[src/rtl/lsu_byte_master_pkg.sv]
// ============================================================================
// Module      : lsu_byte_master_pkg
// Description : Shared load/store definitions: DM_* MemOp encodings, access
//               width constants, LSU state encoding and request helpers.
// Revision    : 1.0 - initial release
// ============================================================================
`default_nettype none

package lsu_byte_master_pkg;

  // MemOp encodings shared with the CPU memory stage
  localparam logic [2:0] DM_NOP           = 3'd0;
  localparam logic [2:0] DM_BYTE          = 3'd1;
  localparam logic [2:0] DM_HALF          = 3'd2;
  localparam logic [2:0] DM_WORD          = 3'd3;
  localparam logic [2:0] DM_BYTE_UNSIGNED = 3'd4;
  localparam logic [2:0] DM_HALF_UNSIGNED = 3'd5;

  // Access widths in bytes
  localparam int BYTE = 1;
  localparam int HALF = 2;
  localparam int WORD = 4;

  // LSU sequencer states
  typedef enum logic [1:0] {
    ST_IDLE   = 2'd0,
    ST_ACCESS = 2'd1,
    ST_RESP   = 2'd2
  } lsu_state_e;

  // Index of the final byte of an access (n-1); only meaningful for legal ops
  function automatic logic [1:0] last_idx(input logic [2:0] op);
    case (op)
      DM_HALF, DM_HALF_UNSIGNED: last_idx = 2'(HALF - 1);
      DM_WORD:                   last_idx = 2'(WORD - 1);
      default:                   last_idx = 2'(BYTE - 1);
    endcase
  endfunction

  // A MemOp is legal if it names a width, and unsigned variants are load-only
  function automatic logic op_is_legal(input logic [2:0] op, input logic write);
    case (op)
      DM_BYTE, DM_HALF, DM_WORD:          op_is_legal = 1'b1;
      DM_BYTE_UNSIGNED, DM_HALF_UNSIGNED: op_is_legal = !write;
      default:                            op_is_legal = 1'b0;
    endcase
  endfunction

endpackage

`default_nettype wire

[src/rtl/lsu_byte_master_extend.sv]
// ============================================================================
// Module      : lsu_extend
// Description : Sign/zero extension of the assembled load bytes by MemOp.
// Revision    : 1.0 - initial release
// ============================================================================
`default_nettype none

module lsu_extend
  import lsu_byte_master_pkg::*;
(
  input  logic [31:0] i_asm,
  input  logic [2:0]  i_mem_op,
  output logic [31:0] o_data
);

  // Select extension from the access width and signedness
  always_comb begin
    o_data = i_asm;
    case (i_mem_op)
      DM_BYTE:          o_data = {{24{i_asm[7]}}, i_asm[7:0]};
      DM_BYTE_UNSIGNED: o_data = {24'h000000, i_asm[7:0]};
      DM_HALF:          o_data = {{16{i_asm[15]}}, i_asm[15:0]};
      DM_HALF_UNSIGNED: o_data = {16'h0000, i_asm[15:0]};
      default:          o_data = i_asm;
    endcase
  end

endmodule

`default_nettype wire

[src/rtl/lsu_byte_master.sv]
// ============================================================================
// Module      : lsu_byte_master
// Description : Serialises one CPU load/store into 1/2/4 little-endian byte
//               accesses, assembles and extends load data, and returns a
//               one-cycle response pulse.
//               Optional macro LSU_ALIGN_CHECK_EN rejects misaligned
//               half/word requests with respErr instead of running them.
// Revision    : 1.0 - initial release
// ============================================================================
`default_nettype none

module lsu_byte_master
  import lsu_byte_master_pkg::*;
#(
  parameter int ADDR_WIDTH = 32,
  parameter int DATA_WIDTH = 32
) (
  input  logic                  clk,
  input  logic                  rst_n,
  input  logic                  reqValid,
  output logic                  reqReady,
  input  logic                  reqWrite,
  input  logic [ADDR_WIDTH-1:0] address,
  input  logic [DATA_WIDTH-1:0] writeData,
  input  logic [2:0]            MemOp,
  output logic                  respValid,
  output logic                  respErr,
  output logic [DATA_WIDTH-1:0] readData,
  output logic [ADDR_WIDTH-1:0] memAddr,
  output logic [7:0]            memWData,
  input  logic [7:0]            memRData,
  output logic                  memRead,
  output logic                  memWrite,
  input  logic                  memReady
);

  lsu_state_e            r_state;
  logic [ADDR_WIDTH-1:0] r_base;
  logic [DATA_WIDTH-1:0] r_wdata;
  logic [2:0]            r_op;
  logic                  r_write;
  logic [1:0]            r_idx;
  logic [1:0]            r_last;
  logic [31:0]           r_asm;
  logic                  r_req_ready;
  logic                  r_resp_valid;
  logic                  r_resp_err;
  logic [DATA_WIDTH-1:0] r_read_data;
  logic [ADDR_WIDTH-1:0] r_mem_addr;
  logic [7:0]            r_mem_wdata;
  logic                  r_mem_read;
  logic                  r_mem_write;

  logic                  w_accept;
  logic                  w_misaligned;
  logic                  w_req_ok;
  logic [1:0]            w_idx_next;
  logic [31:0]           w_asm_next;
  logic [31:0]           w_ext;

  assign w_accept   = reqValid && r_req_ready;
  assign w_idx_next = r_idx + 2'd1;

`ifdef LSU_ALIGN_CHECK_EN
  assign w_misaligned = (((MemOp == DM_HALF) || (MemOp == DM_HALF_UNSIGNED)) && address[0])
                     || ((MemOp == DM_WORD) && (address[1:0] != 2'b00));
`else
  assign w_misaligned = 1'b0;
`endif

  assign w_req_ok = op_is_legal(MemOp, reqWrite) && !w_misaligned;

  // Assembly register with the byte currently returned by memory merged in
  always_comb begin
    w_asm_next                 = r_asm;
    w_asm_next[8*r_idx +: 8]   = memRData;
  end

  lsu_extend u_extend (
    .i_asm    (w_asm_next),
    .i_mem_op (r_op),
    .o_data   (w_ext)
  );

  // Request sequencer with all outputs registered
  always_ff @(posedge clk or negedge rst_n) begin
    if (!rst_n) begin
      r_state      <= ST_IDLE;
      r_base       <= '0;
      r_wdata      <= '0;
      r_op         <= DM_NOP;
      r_write      <= 1'b0;
      r_idx        <= 2'd0;
      r_last       <= 2'd0;
      r_asm        <= 32'h0;
      r_req_ready  <= 1'b1;
      r_resp_valid <= 1'b0;
      r_resp_err   <= 1'b0;
      r_read_data  <= '0;
      r_mem_addr   <= '0;
      r_mem_wdata  <= 8'h00;
      r_mem_read   <= 1'b0;
      r_mem_write  <= 1'b0;
    end else begin
      case (r_state)
        ST_IDLE: begin
          if (w_accept) begin
            r_base      <= address;
            r_wdata     <= writeData;
            r_op        <= MemOp;
            r_write     <= reqWrite;
            r_idx       <= 2'd0;
            r_last      <= last_idx(MemOp);
            r_asm       <= 32'h0;
            r_req_ready <= 1'b0;
            r_read_data <= '0;
            if (w_req_ok) begin
              // Present byte 0 in the cycle right after the accept
              r_state     <= ST_ACCESS;
              r_mem_addr  <= address;
              r_mem_wdata <= writeData[7:0];
              r_mem_read  <= !reqWrite;
              r_mem_write <= reqWrite;
            end else begin
              // Rejected requests skip memory entirely
              r_state      <= ST_RESP;
              r_resp_valid <= 1'b1;
              r_resp_err   <= 1'b1;
            end
          end
        end
        ST_ACCESS: begin
          if (memReady) begin
            if (!r_write) begin
              r_asm <= w_asm_next;
            end
            if (r_idx == r_last) begin
              r_state      <= ST_RESP;
              r_resp_valid <= 1'b1;
              r_resp_err   <= 1'b0;
              r_read_data  <= r_write ? '0 : w_ext;
              r_mem_addr   <= '0;
              r_mem_wdata  <= 8'h00;
              r_mem_read   <= 1'b0;
              r_mem_write  <= 1'b0;
            end else begin
              r_idx       <= w_idx_next;
              r_mem_addr  <= r_base + ADDR_WIDTH'(w_idx_next);
              r_mem_wdata <= r_wdata[8*w_idx_next +: 8];
            end
          end
        end
        ST_RESP: begin
          r_state      <= ST_IDLE;
          r_resp_valid <= 1'b0;
          r_resp_err   <= 1'b0;
          r_req_ready  <= 1'b1;
        end
        default: begin
          r_state     <= ST_IDLE;
          r_req_ready <= 1'b1;
        end
      endcase
    end
  end

  assign reqReady  = r_req_ready;
  assign respValid = r_resp_valid;
  assign respErr   = r_resp_err;
  assign readData  = r_read_data;
  assign memAddr   = r_mem_addr;
  assign memWData  = r_mem_wdata;
  assign memRead   = r_mem_read;
  assign memWrite  = r_mem_write;

endmodule

`default_nettype wire

[config.mk]
export PLATFORM = sky130hd
export DESIGN_NAME = lsu_byte_master
export DESIGN_NICKNAME = d
export VERILOG_FILES = /design/src/rtl/lsu_byte_master_pkg.sv /design/src/rtl/lsu_byte_master_extend.sv /design/src/rtl/lsu_byte_master.sv
export SDC_FILE = /design/constraint.sdc
export NUM_CORES = 1
export LEC_CHECK = 0
export ABC_CLOCK_PERIOD_IN_PS = 4300
export CORE_AREA = 4 4 154 156
export CTS_CLUSTER_DIAMETER = 200
export CTS_CLUSTER_SIZE = 40
export DETAILED_ROUTE_END_ITERATION = 10
export DIE_AREA = 0 0 158 160
export PLACE_DENSITY = 0.66
export SETUP_SLACK_MARGIN = 0.1
export SYNTH_ARGS = -nofsm -noshare
export SYNTH_HDL_FRONTEND = slang
export SYNTH_SLANG_ARGS = --single-unit
[constraint.sdc]
create_clock -name clk -period 4.3 [get_ports clk]
set_clock_uncertainty 0.15 [all_clocks]
set_input_delay 0.86 -clock clk [delete_from_list [all_inputs] [get_ports clk]]
set_output_delay 0.86 -clock clk [all_outputs]
set_load 0.02 [all_outputs]
* After elaboration in Yosys (flattened, before gate mapping)
Index checks and enable logic that the tools add are counted.
Cells by class: muxes and demuxes 47, bitwise operators 1, add/subtract/negate cells 3, reductions and logical operators 17, equal/unequal tests 19, shift operators 3
Operators by type and width (number):
- 32-bit 2-to-1 mux | 10
- 32-bit one-hot mux with 2 select lines | 3
- 32-bit one-hot mux with 4 select lines | 1
- 5-bit negator with 34-bit output | 1
- 8-bit by 34-bit variable shift with 32-bit output (first input constant) | 1
- 8-bit by 34-bit variable part select with 32-bit output | 1
- 32-bit by 2-bit adder with 32-bit output | 1
- 32-bit bitwise mux | 1
- 8-bit 2-to-1 mux | 4
- 32-bit by 6-bit variable part select with 8-bit output | 1
- 8-bit one-hot mux with 2 select lines | 1
- 4-bit AND reduction | 4
- 2-bit 2-to-1 mux | 7
- 2-bit inequality test (second input constant) | 7
- 3-bit == test (second input constant) | 4
- 2-bit one-hot mux with 2 select lines | 3
- 1-bit 2-to-1 mux | 11
- 5-bit AND reduction | 2
- 3-bit by 2-bit == test with 1-bit output (second input constant) | 3
- 1-bit one-hot mux with 2 select lines | 4
- 3-bit by 1-bit == test with 1-bit output (second input constant) | 2
- 1-bit one-hot mux with 3 select lines | 2
- 2-bit AND reduction | 2
- 2-bit OR reduction | 2
- 12 further kinds | 12
Word-level totals: input bits 80, flip-flop bits (word level) 183, output and inout bits 77, word-level logic and storage cells 106

* Longest topological paths before layout
Gate-level depths: netlist (run 1).
depth after elaboration 8, gate-level depth with buffers 11, depth with buffers taken out 9

* Hierarchy
From an unflattened synthesis (run 1), not the netlist that was laid out.
Unflattened totals: cell total of the unflattened synthesis 918, area total of the unflattened synthesis 9515.4 µm²
Modules (own cells, without submodules):
- lsu_byte_master | times used 1, area an instance 8735.9 µm², sequential area each 4580.6 µm², cells each 825
- lsu_extend | times used 1, area an instance 779.5 µm², sequential area each 0.0 µm², cells each 93

* Worst setup path before layout (run 1)
No wires, ideal clock.
kind reg-to-reg, start register r_idx[0], end register r_mem_addr[10], in the netlist memAddr[10], path slack 1.411 ns, arrival 2.612 ns, cell stages (with the launch flop) 10, library setup time 0.127 ns, required time 4.023 ns, buffers on the path 1, clock period less this slack 2.889 ns, cell sequence dfrtp_1 -> buf_6 -> inv_2 -> ha_1 -> inv_1 -> fa_1 -> or4b_2 -> xnor2_1 -> a221oi_1 -> nor2_1
Between the ends: cells in the longest elaborated chain, start to end 5, elaborated cells on any way between the ends 6, classes of those cells 2 x add/sub; 1 x eq/ne; 3 x mux
Ends and longest elaborated chain:
- start: declaration | RTL line lsu_byte_master.sv:42 | logic [1:0] r_idx;
- start signal: assignment | RTL line lsu_byte_master.sv:147 | r_idx <= w_idx_next;
- 2-bit by 1-bit adder with 2-bit output | RTL line lsu_byte_master.sv:62 | assign w_idx_next = r_idx + 2'd1;
- 32-bit by 2-bit adder with 32-bit output | RTL line lsu_byte_master.sv:148 | r_mem_addr <= r_base + ADDR_WIDTH'(w_idx_next);
- 32-bit 2-to-1 mux * | RTL line lsu_byte_master.sv:137 | if (r_idx == r_last) begin
- 32-bit 2-to-1 mux * | RTL line lsu_byte_master.sv:133 | if (memReady) begin
- 32-bit one-hot mux with 2 select lines * | RTL line lsu_byte_master.sv:105 | case (r_state)
- end signal: assignment | RTL line lsu_byte_master.sv:120 | r_mem_addr <= address;
- end signal: assignment | RTL line lsu_byte_master.sv:148
- end: declaration | RTL line lsu_byte_master.sv:49 | logic [ADDR_WIDTH-1:0] r_mem_addr;
Mark *: on every way between the ends. The rest lies on a longest branch, timed or not. The select of a mux whose other input is x is not followed. A chain may end at the register's enable or synchronous reset.

* Final worst setup path (run 1)
start register r_idx[1], end register r_mem_addr[31], in the netlist memAddr[31]
Same word-level chain as after synthesis.

==> flow_metrics.tcl, run 1 <==
set metrics [dict create \
    io_pins 157 \
    reg2reg_slack_ns 1.21 \
    fp.coreArea_sq_um 22400 \
    min_path_cells 2 \
    synth_top_area_share_pct 51.7 \
    pwr-share-comb_pct 46.3 \
    layout_min_cycle_time_ns 3.09 \
    synth-async-reset-ratio_pct 100 \
    final_nets 999 \
    hold_viol 0 \
    hold_class "reg2reg" \
    antenna_found_initial 0 \
    wire_per_inst_um 18.7 \
    yosysSeqAreaShare_pct 52.0 \
    fillers 1973 \
    finalSetupViolCount 0 \
    area_delta_synth_final_pct 27.5 \
    numPortBuffers 156 \
    r2r-start "r_idx[1]$_DFFE_PN0P_" \
    path_max_fanout 13 \
    grt_pass1_vias 6753 \
    die_area_sq_um 25300 \
    ys_ff_latch 183 \
    ys_types 65 \
    drcViolationCount 0 \
    ys_warn_count 0 \
    relSlewSlack_pct 24.2 \
    holdBufCountCts 0 \
    worstSetupStartpoint "r_idx[1]$_DFFE_PN0P_" \
    place_inst 1174 \
    synth_area_leaders "dfrtp_1 (52%), mux2_2 (8.8%), nand2_1 (2.7%), xnor2_1 (2.6%), o21ai_0 (2.4%)" \
    first_iter_violations 359 \
    finalSetupTns_ns 0 \
    path_clk_slew_ns 0.08 \
    netlist_instances 766 \
    p_int_uw 4980 \
    gp_congestion 0.817 \
    pwr-share-seq_pct 35.0 \
    grt_pass1_wl_um 36600 \
    synth_flop_cell "dfrtp_1" \
    cp-end-kind "flop" \
    p_leak_uw 0.00462 \
    viasPerCell 5.46 \
    criticalPathCategory "reg2reg" \
    n_antenna_cell 0 \
    rr_worst_depth 9 \
    p_switching_uw 3350 \
    fmax_mhz 323 \
    cts_max_path_buffers 2 \
    htree_levels 4 \
    yosysTopAreaCell "dfrtp_1" \
    hp-start "r_asm[7]$_DFFE_PN0P_" \
    fin_area_sq_um 11200 \
    vdd_drop_max_v 0.000355 \
    die_y_um 160 \
    synth_fp_nets 857 \
    whs_endpoint "r_asm[7]$_DFFE_PN0P_" \
    finalCritPeriodShare_pct 71.9 \
    syn_area_sq_um 8810 \
    clockRootBuffer "clkbuf_16" \
    grt.overflow.total 0 \
    cts_tree "yes" \
    cts_buffers 17 \
    status "completed" \
    final_max_slew_viol_count 0 \
    stdcell_count 1206 \
    clkPwrFrac_pct 18.7 \
    grt_usage_pct 18.1 \
    first_pass_iters 4 \
    rows 55 \
    power_density_nw_per_um2 742 \
    required_ns 4.50 \
    place_hpwl_um 15500 \
    ant_nets 0 \
    rsz0062_at_grt "no" \
    drive_above_1_share_pct 16.3 \
    crit_path_start_kind "flop" \
    yosysMostFrequentCell "dfrtp_1" \
    switching_share_pct 40.2 \
    r2r-end "memAddr[31]$_DFFE_PN0P_" \
    cap_violations 0 \
    post_cts_resized 0 \
    clock-sinks 183 \
    vias 6585 \
    worst_pin_slew_ns 1.14 \
    grt_max_degree 88 \
    critPathMaxStageDelay_ns 0.56 \
    synth_edf_count 0 \
    routed_wl_um 22600 \
    final_core_util_pct 50.2 \
    placed_area_sq_um 10700 \
    cts_setup_buffers 0 \
    yosys-top-cells-count "dfrtp_1 (182), mux2_2 (69), nand2_1 (63), nor2_1 (44), o21ai_0 (43)" \
    crit_top_cell "ha_1" \
    arrival_ns 3.30 \
    clock_latency_ns 0.43 \
    syn_avg_cell_area_sq_um 11.5 \
    p_total_uw 8330 \
    start_util_pct 39.4 \
    cp_slowest_cell "nor2_1" \
    crit_chain "inv_1 -> ha_1 -> buf_4 -> ha_1 -> a21oi_1 -> nor2_1 -> nand3_2 -> or3_1 -> a31oi_1" \
    die_w_um 158 \
]
## layout by cell type (no fill, tap or decap), types with 17 or more instances in the layout
master,count
dfrtp_1,182
clkdlybuf4s50_1,155
mux2_2,69
nand2_1,63
nor2_1,44
o21ai_0,43
o31ai_1,27
xnor2_1,26
nor2b_1,23
and3_1,23
a221o_1,18
a221oi_1,18
a21oi_1,17
o2bb2ai_1,17
a22o_1,17
clkbuf_16,17
buf_4,17
## per-stage QoR
step	worst slack (ns)	hold slack (ns)
finish	1.21	0.324
global route	0.976	0.352
CTS	1.17	0.326
detailed placement	0.983	0.311
global placement	1.02	0.303
floorplan	1.41	0.291
## power groups by stage
stage / Sequential (uW) / Clock [uW] / Combinational, uW
5_1_grt: 3000 / 1670 / 4260
6_report: 2910 / 1560 / 3860
2_1_floorplan: 3120 / 0 / 2360
3_5_place_dp: 2930 / 0 / 3900
3_3_place_gp: 2920 / 0 / 3870
4_1_cts: 2910 / 1590 / 3920
## logic make-up (layout without fill, tap and decap cells)
logic type	count (synthesis)	after routing	synth area share [%]
compound gates	185	185	15.5
xor+xnor	32	32	3.27
fa+ha+maj	11	11	1.65
buf+inv	65	220	3.39
flops	183	183	52.0
mux	81	81	11.5
simple gates	209	209	12.7
## flip-flops by register name, summed over array words and instances (netlist names)
signal     flops
memAddr       32
memRead        1
memWData       8
memWrite       1
r_asm         32
r_base        32
r_idx          2
r_last         2
r_op           3
r_state        2
r_wdata       32
r_write        1
readData      32
reqReady       1
respErr        1
respValid      1
## final cells by class
| type | count | area [sq um] | share of cell area, % |
|---|---|---|---|
| multi-input cells | 518 | 3950 | 35.2 |
| well taps | 285 | 357 | 3.18 |
| inverters | 14 | 52.6 | 0.468 |
| flip-flops and latches | 183 | 4580 | 40.8 |
| repair buffers | 174 | 1710 | 15.2 |
| clock buffers | 18 | 439 | 3.91 |
| clock inverters | 14 | 139 | 1.24 |
## worst max path at each step
stage                     cells past startpoint  slack [ns]                        to
final                                         9        1.21   memAddr[31]$_DFFE_PN0P_
after global routing                          7        0.98   readData[4]$_DFFE_PN0P_
after CTS                                     8        1.17   memAddr[16]$_DFFE_PN0P_
after detailed placement                      6        0.98   memAddr[17]$_DFFE_PN0P_
after global placement                        6        1.02  readData[12]$_DFFE_PN0P_
after floorplan                               9        1.41   memAddr[10]$_DFFE_PN0P_
## worst max-delay path, delay by kind of cell, from the launching register on
kind,cells,cell delay (ns)
buffers and inverters,2,0.34
adders and majority gates,2,0.59
AOI/OAI and AO/OA,2,0.33
DFF,1,0.48
and+or+nand+nor,3,1.12
## routing by layer
layer | GRT usage [%] | wire, um | vias to the layer above
li1 | - | - | 3120
met1 | 25.7 | 10500 | 3282
met2 | 28.5 | 10600 | 167
met3 | 4.23 | 1190 | 16
met4 | 4.11 | 241 | 0
met5 | 0 | 0 | -
Power figures use the tool's default switching activity.
==> run 2, diff against run 1 <==
- ABC_CLOCK_PERIOD_IN_PS: 4300 -> 2920
- clock period: 4.3 -> 2.92 ns (I/O delays scaled with it)
==> flow_metrics.tcl, run 2 (synthesis gave the netlist of run 1 again) <==
set metrics [dict create \
    hold_viol 0 \
    wl_met2_um 11300 \
    die_y_um 160 \
    arrival_ns 2.82 \
    grt.overflow.total 0 \
    grt_usage_pct 18.7 \
    die_w_um 158 \
    pwr-share-seq_pct 33.8 \
    clock_latency_ns 0.43 \
    worst_pin_slew_ns 0.457 \
    cts_buffers 17 \
    rows 55 \
    final_nets 1021 \
    vias 6805 \
    clkPwrFrac_pct 19.4 \
    io_pins 157 \
    final_common_cell "dfrtp_1" \
    pwr-share-comb_pct 46.8 \
    vdd_drop_max_v 0.000586 \
    grt_pass1_wl_um 37600 \
    cap_violations 0 \
    rsz0062_at_grt "yes" \
    viasPerCell 5.54 \
    path_max_fanout 6 \
    p_leak_uw 0.00477 \
    final_cell_mix "dfrtp_1 (182), clkdlybuf4s50_1 (155), mux2_2 (69)" \
    layout_setup_ws_ns 0.262 \
    layout_min_cycle_time_ns 2.66 \
    die_area_sq_um 25300 \
    drcViolationCount 0 \
    area_delta_synth_final_pct 31.0 \
    status "completed" \
    antenna_found_initial 1 \
    required_ns 3.09 \
    power_density_nw_per_um2 1100 \
    first_pass_iters 5 \
    ant_nets 0 \
    path_clk_slew_ns 0.07 \
    routed_wl_um 23300 \
    hold_class "reg2reg" \
    finalSetupViolCount 0 \
    fp.coreArea_sq_um 22400 \
    place_hpwl_um 15900 \
    cts_tree "yes" \
    grt_pass1_vias 6824 \
    fmax_mhz 376 \
    first_iter_violations 372 \
    wl_met3_um 1380 \
    drt-met1-wl_um 10500 \
    relSlewSlack_pct 69.5 \
    final_max_slew_viol_count 0 \
    p_switching_uw 5010 \
    cp-end-kind "flop" \
    stdcell_count 1228 \
    drive_above_1_share_pct 18.6 \
    wire_per_inst_um 19.0 \
    finalCritPeriodShare_pct 91.0 \
    gp_congestion 0.781 \
    pre_cts_slack_ns 0.128 \
    criticalPathCategory "reg2reg" \
    crit_path_start_kind "flop" \
    htree_levels 4 \
    p_int_uw 7720 \
    clock-sinks 183 \
    start_util_pct 39.4 \
    top_layer_used "met5" \
    grt_max_degree 66 \
    n_antenna_cell 0 \
    switching_share_pct 39.4 \
    clockRootBuffer "clkbuf_16" \
    numPortBuffers 156 \
    finalSetupTns_ns 0 \
    place_inst 1194 \
    cts_max_path_buffers 2 \
]
[run 2: changes by cell type in the layout (fill, tap and decap cells not counted), moves of 2 or more]
cell,change
inv_8,+2
buf_12,+6
inv_6,-3
bufinv_16,+2
buf_4,+15
[run 2: area by class of cell]
cell class | instances | area (sq um)
Fill cell | 1961 | 10800
Clock inverter | 14 | 189
Sequential cell | 183 | 4580
Timing Repair Buffer | 196 | 1950
Tap cell | 285 | 357
Inverter | 14 | 52.6
Clock buffer | 18 | 439
Multi-Input combinational cell | 518 | 3970
[run 2: power groups by stage]
stage                     sequential [uW]  clock, uW  combinational (uW)
after floorplan                      4590          0                3480
after global placement               4310          0                5860
after detailed placement             4330          0                5950
after CTS                            4300       2530                5970
after global routing                 4430       2630                6500
final                                4300       2470                5950
[run 2: worst paths after layout]
check                                      start                  endpoint  slack (ns)  cells past startpoint
min                        r_asm[11]$_DFFE_PN0P_     r_asm[11]$_DFFE_PN0P_        0.33                      2
max reg2reg                 r_idx[0]$_DFFE_PN0P_   memAddr[10]$_DFFE_PN0P_        0.26                      8
min in group asynchronous                  rst_n  readData[14]$_DFFE_PN0P_        0.49                      2
max in group asynchronous                  rst_n     r_asm[18]$_DFFE_PN0P_        1.36                      3
min reg2reg                r_asm[11]$_DFFE_PN0P_     r_asm[11]$_DFFE_PN0P_        0.33                      2
max                         r_idx[0]$_DFFE_PN0P_   memAddr[10]$_DFFE_PN0P_        0.26                      8
[run 2: through the flow]
| stage | total power, uW | hold slack [ns] | utilization (%) | cell area (sq um) |
|---|---|---|---|---|
| finish | 12700 | 0.330 | 51.6 | 11500 |
| global route | 13600 | 0.352 | 51.6 | 11500 |
| CTS | 12800 | 0.332 | 51.5 | 11500 |
| detailed placement | 10300 | 0.316 | 48.6 | 10900 |
| global placement | 10200 | 0.305 | 48.6 | 10900 |
| floorplan | 8070 | 0.138 | - | 8810 |
[run 2: per-layer routing]
| layer | vias up | track usage [%] |
|---|---|---|
| met4 | 2 | 3.68 |
| met3 | 21 | 4.04 |
| met5 | - | 0 |
| met2 | 191 | 29.5 |
| li1 | 3166 | - |
| met1 | 3425 | 26.9 |
[run 2: critical path: stages, from the launching register on]
cell and delay, ns:
dfrtp_1 0.36, inv_2 0.08, ha_1 0.30, inv_1 0.11, fa_2 0.41, or4b_2 0.69, xnor2_1 0.16, a221oi_2 0.21
nor2_1 0.07
[run 2: timing repair]
item,4_1_cts,5_1_grt
setup buffers,0,1
gates resized for setup,0,3
endpoints found under the hold margin,41,0
endpoints found under the setup margin,0,11
hold buffers,1,0
==> run 3, diff against run 2 <==
- CORE_AREA: 4 4 154 156 -> 2 2 152 154
- DIE_AREA: 0 0 158 160 -> 0 0 154 156
==> flow_metrics.tcl, run 3 (synthesis gave the netlist of run 1 again) <==
set metrics [dict create \
    arrival_ns 2.80 \
    rows 55 \
    first_pass_iters 5 \
    drive_above_1_share_pct 18.3 \
    fillers 1957 \
    hold_class "reg2reg" \
    finalSetupTns_ns 0 \
    routed_wl_um 22200 \
    layout_min_cycle_time_ns 2.64 \
    finalSetupViolCount 0 \
    hold_viol 0 \
    wire_per_inst_um 18.1 \
    ant_nets 0 \
    r2r-start "r_idx[0]$_DFFE_PN0P_" \
    path_clk_slew_ns 0.07 \
    worst_pin_slew_ns 0.682 \
    placed_area_sq_um 10900 \
    final_nets 1020 \
    p_leak_uw 0.00476 \
    die_area_sq_um 24000 \
    grt_usage_pct 18.9 \
    vdd_drop_max_v 0.000633 \
    io_pins 157 \
    final_common_cell "dfrtp_1" \
    cts_max_path_buffers 2 \
    grt.overflow.total 0 \
    die_y_um 156 \
    final_max_slew_viol_count 0 \
    finalCritPeriodShare_pct 90.5 \
    fmax_mhz 378 \
    power_density_nw_per_um2 1100 \
    viasPerCell 5.50 \
    clock-sinks 183 \
    relSlewSlack_pct 54.5 \
    cts_setup_buffers 0 \
    die_w_um 154 \
    grt_pass1_wl_um 35900 \
    worstSetupStartpoint "r_idx[0]$_DFFE_PN0P_" \
    stdcell_count 1228 \
    cp-end-kind "flop" \
    first_iter_violations 440 \
    place_inst 1194 \
    clockRootBuffer "clkbuf_16" \
    cts_buffers 17 \
    clock_latency_ns 0.43 \
    vias 6756 \
    cap_violations 0 \
    path_max_fanout 6 \
    r2r-end "memAddr[10]$_DFFE_PN0P_" \
    status "completed" \
    pre_cts_slack_ns 0.0622 \
    layout_setup_ws_ns 0.278 \
    endpoint "memAddr[10]$_DFFE_PN0P_" \
    rsz0062_at_grt "no" \
    crit_path_start_kind "flop" \
    htree_levels 4 \
    fp.coreArea_sq_um 22400 \
    final_cell_mix "dfrtp_1 (182), clkdlybuf4s50_1 (155), mux2_2 (69)" \
    start_util_pct 39.4 \
    rr_worst_depth 8 \
    reg2reg_slack_ns 0.28 \
    grt_max_degree 63 \
    antenna_found_initial 1 \
    area_delta_synth_final_pct 30.7 \
    fin_area_sq_um 11500 \
    required_ns 3.08 \
    cts_tree "yes" \
    gp_congestion 0.831 \
    numPortBuffers 156 \
    place_hpwl_um 15300 \
    grt_pass1_vias 6662 \
    drcViolationCount 0 \
    criticalPathCategory "reg2reg" \
]
## run 3: cell count changes in the layout (fill, tap and decap cells not counted), moves of 2 or more
cell / previous run / this run
clkbuf_1: 0 / 2
inv_8: 4 / 0
clkinvlp_4: 3 / 1
inv_6: 2 / 5
## run 3: worst min-delay path by stage
| stage | startpoint | endpoint | slack [ns] | depth (start not counted) |
|---|---|---|---|---|
| final | r_asm[15]$_DFFE_PN0P_ | r_asm[15]$_DFFE_PN0P_ | 0.33 | 2 |
| after global routing | r_asm[15]$_DFFE_PN0P_ | r_asm[15]$_DFFE_PN0P_ | 0.35 | 2 |
| after CTS | r_asm[15]$_DFFE_PN0P_ | r_asm[15]$_DFFE_PN0P_ | 0.33 | 2 |
| after detailed placement | r_asm[7]$_DFFE_PN0P_ | r_asm[7]$_DFFE_PN0P_ | 0.32 | 2 |
| after global placement | r_asm[10]$_DFFE_PN0P_ | r_asm[10]$_DFFE_PN0P_ | 0.31 | 2 |
| after floorplan | rst_n | memAddr[0]$_DFFE_PN0P_ | 0.14 | 0 |
## run 3: final cells by class
class | instances | area (sq um) | share of cell area, %
Inverter | 14 | 55.1 | 0.478
Clock buffer | 19 | 433 | 3.76
Sequential cell | 183 | 4580 | 39.8
Clock inverter | 13 | 169 | 1.47
Tap cell | 285 | 357 | 3.10
Timing Repair Buffer | 195 | 1950 | 16.9
Multi-Input combinational cell | 518 | 3970 | 34.5
Antenna cell | 1 | 2.50 | 0.0217
## run 3: through the flow
step                      power (uW)  utilization [%]  hold WS (ns)
final                          12600             51.5         0.326
after global routing           13400             51.5         0.350
after CTS                      12700             51.4         0.330
after detailed placement       10300             48.6         0.315
after global placement         10200             48.6         0.308
after floorplan                 8070                -         0.138
## run 3: worst max-delay path: stages (launching register included)
cell,delay [ns]
dfrtp_1,0.38
inv_4,0.07
ha_4,0.28
inv_1,0.06
fa_2,0.40
or4b_2,0.69
xnor2_1,0.15
a221oi_1,0.26
nor2_1,0.08
## run 3: repair_timing
item / 4_1_cts / 5_1_grt
resized for setup: 0 / 4
hold buffers: 1 / 0
endpoints found under the setup margin: 0 / 17
hold endpoints to repair: 42 / 0
## run 3: power by group
part / switching, uW / internal (uW)
combinational: 3120 / 2810
clock: 1020 / 1360
sequential: 765 / 3520
total: 4910 / 7700
## run 3: per-layer routing
metal	GRT usage (%)	wire, um
met2	30.2	10400
met4	6.32	413
met5	0	0
met3	4.31	1420
met1	25.5	9980
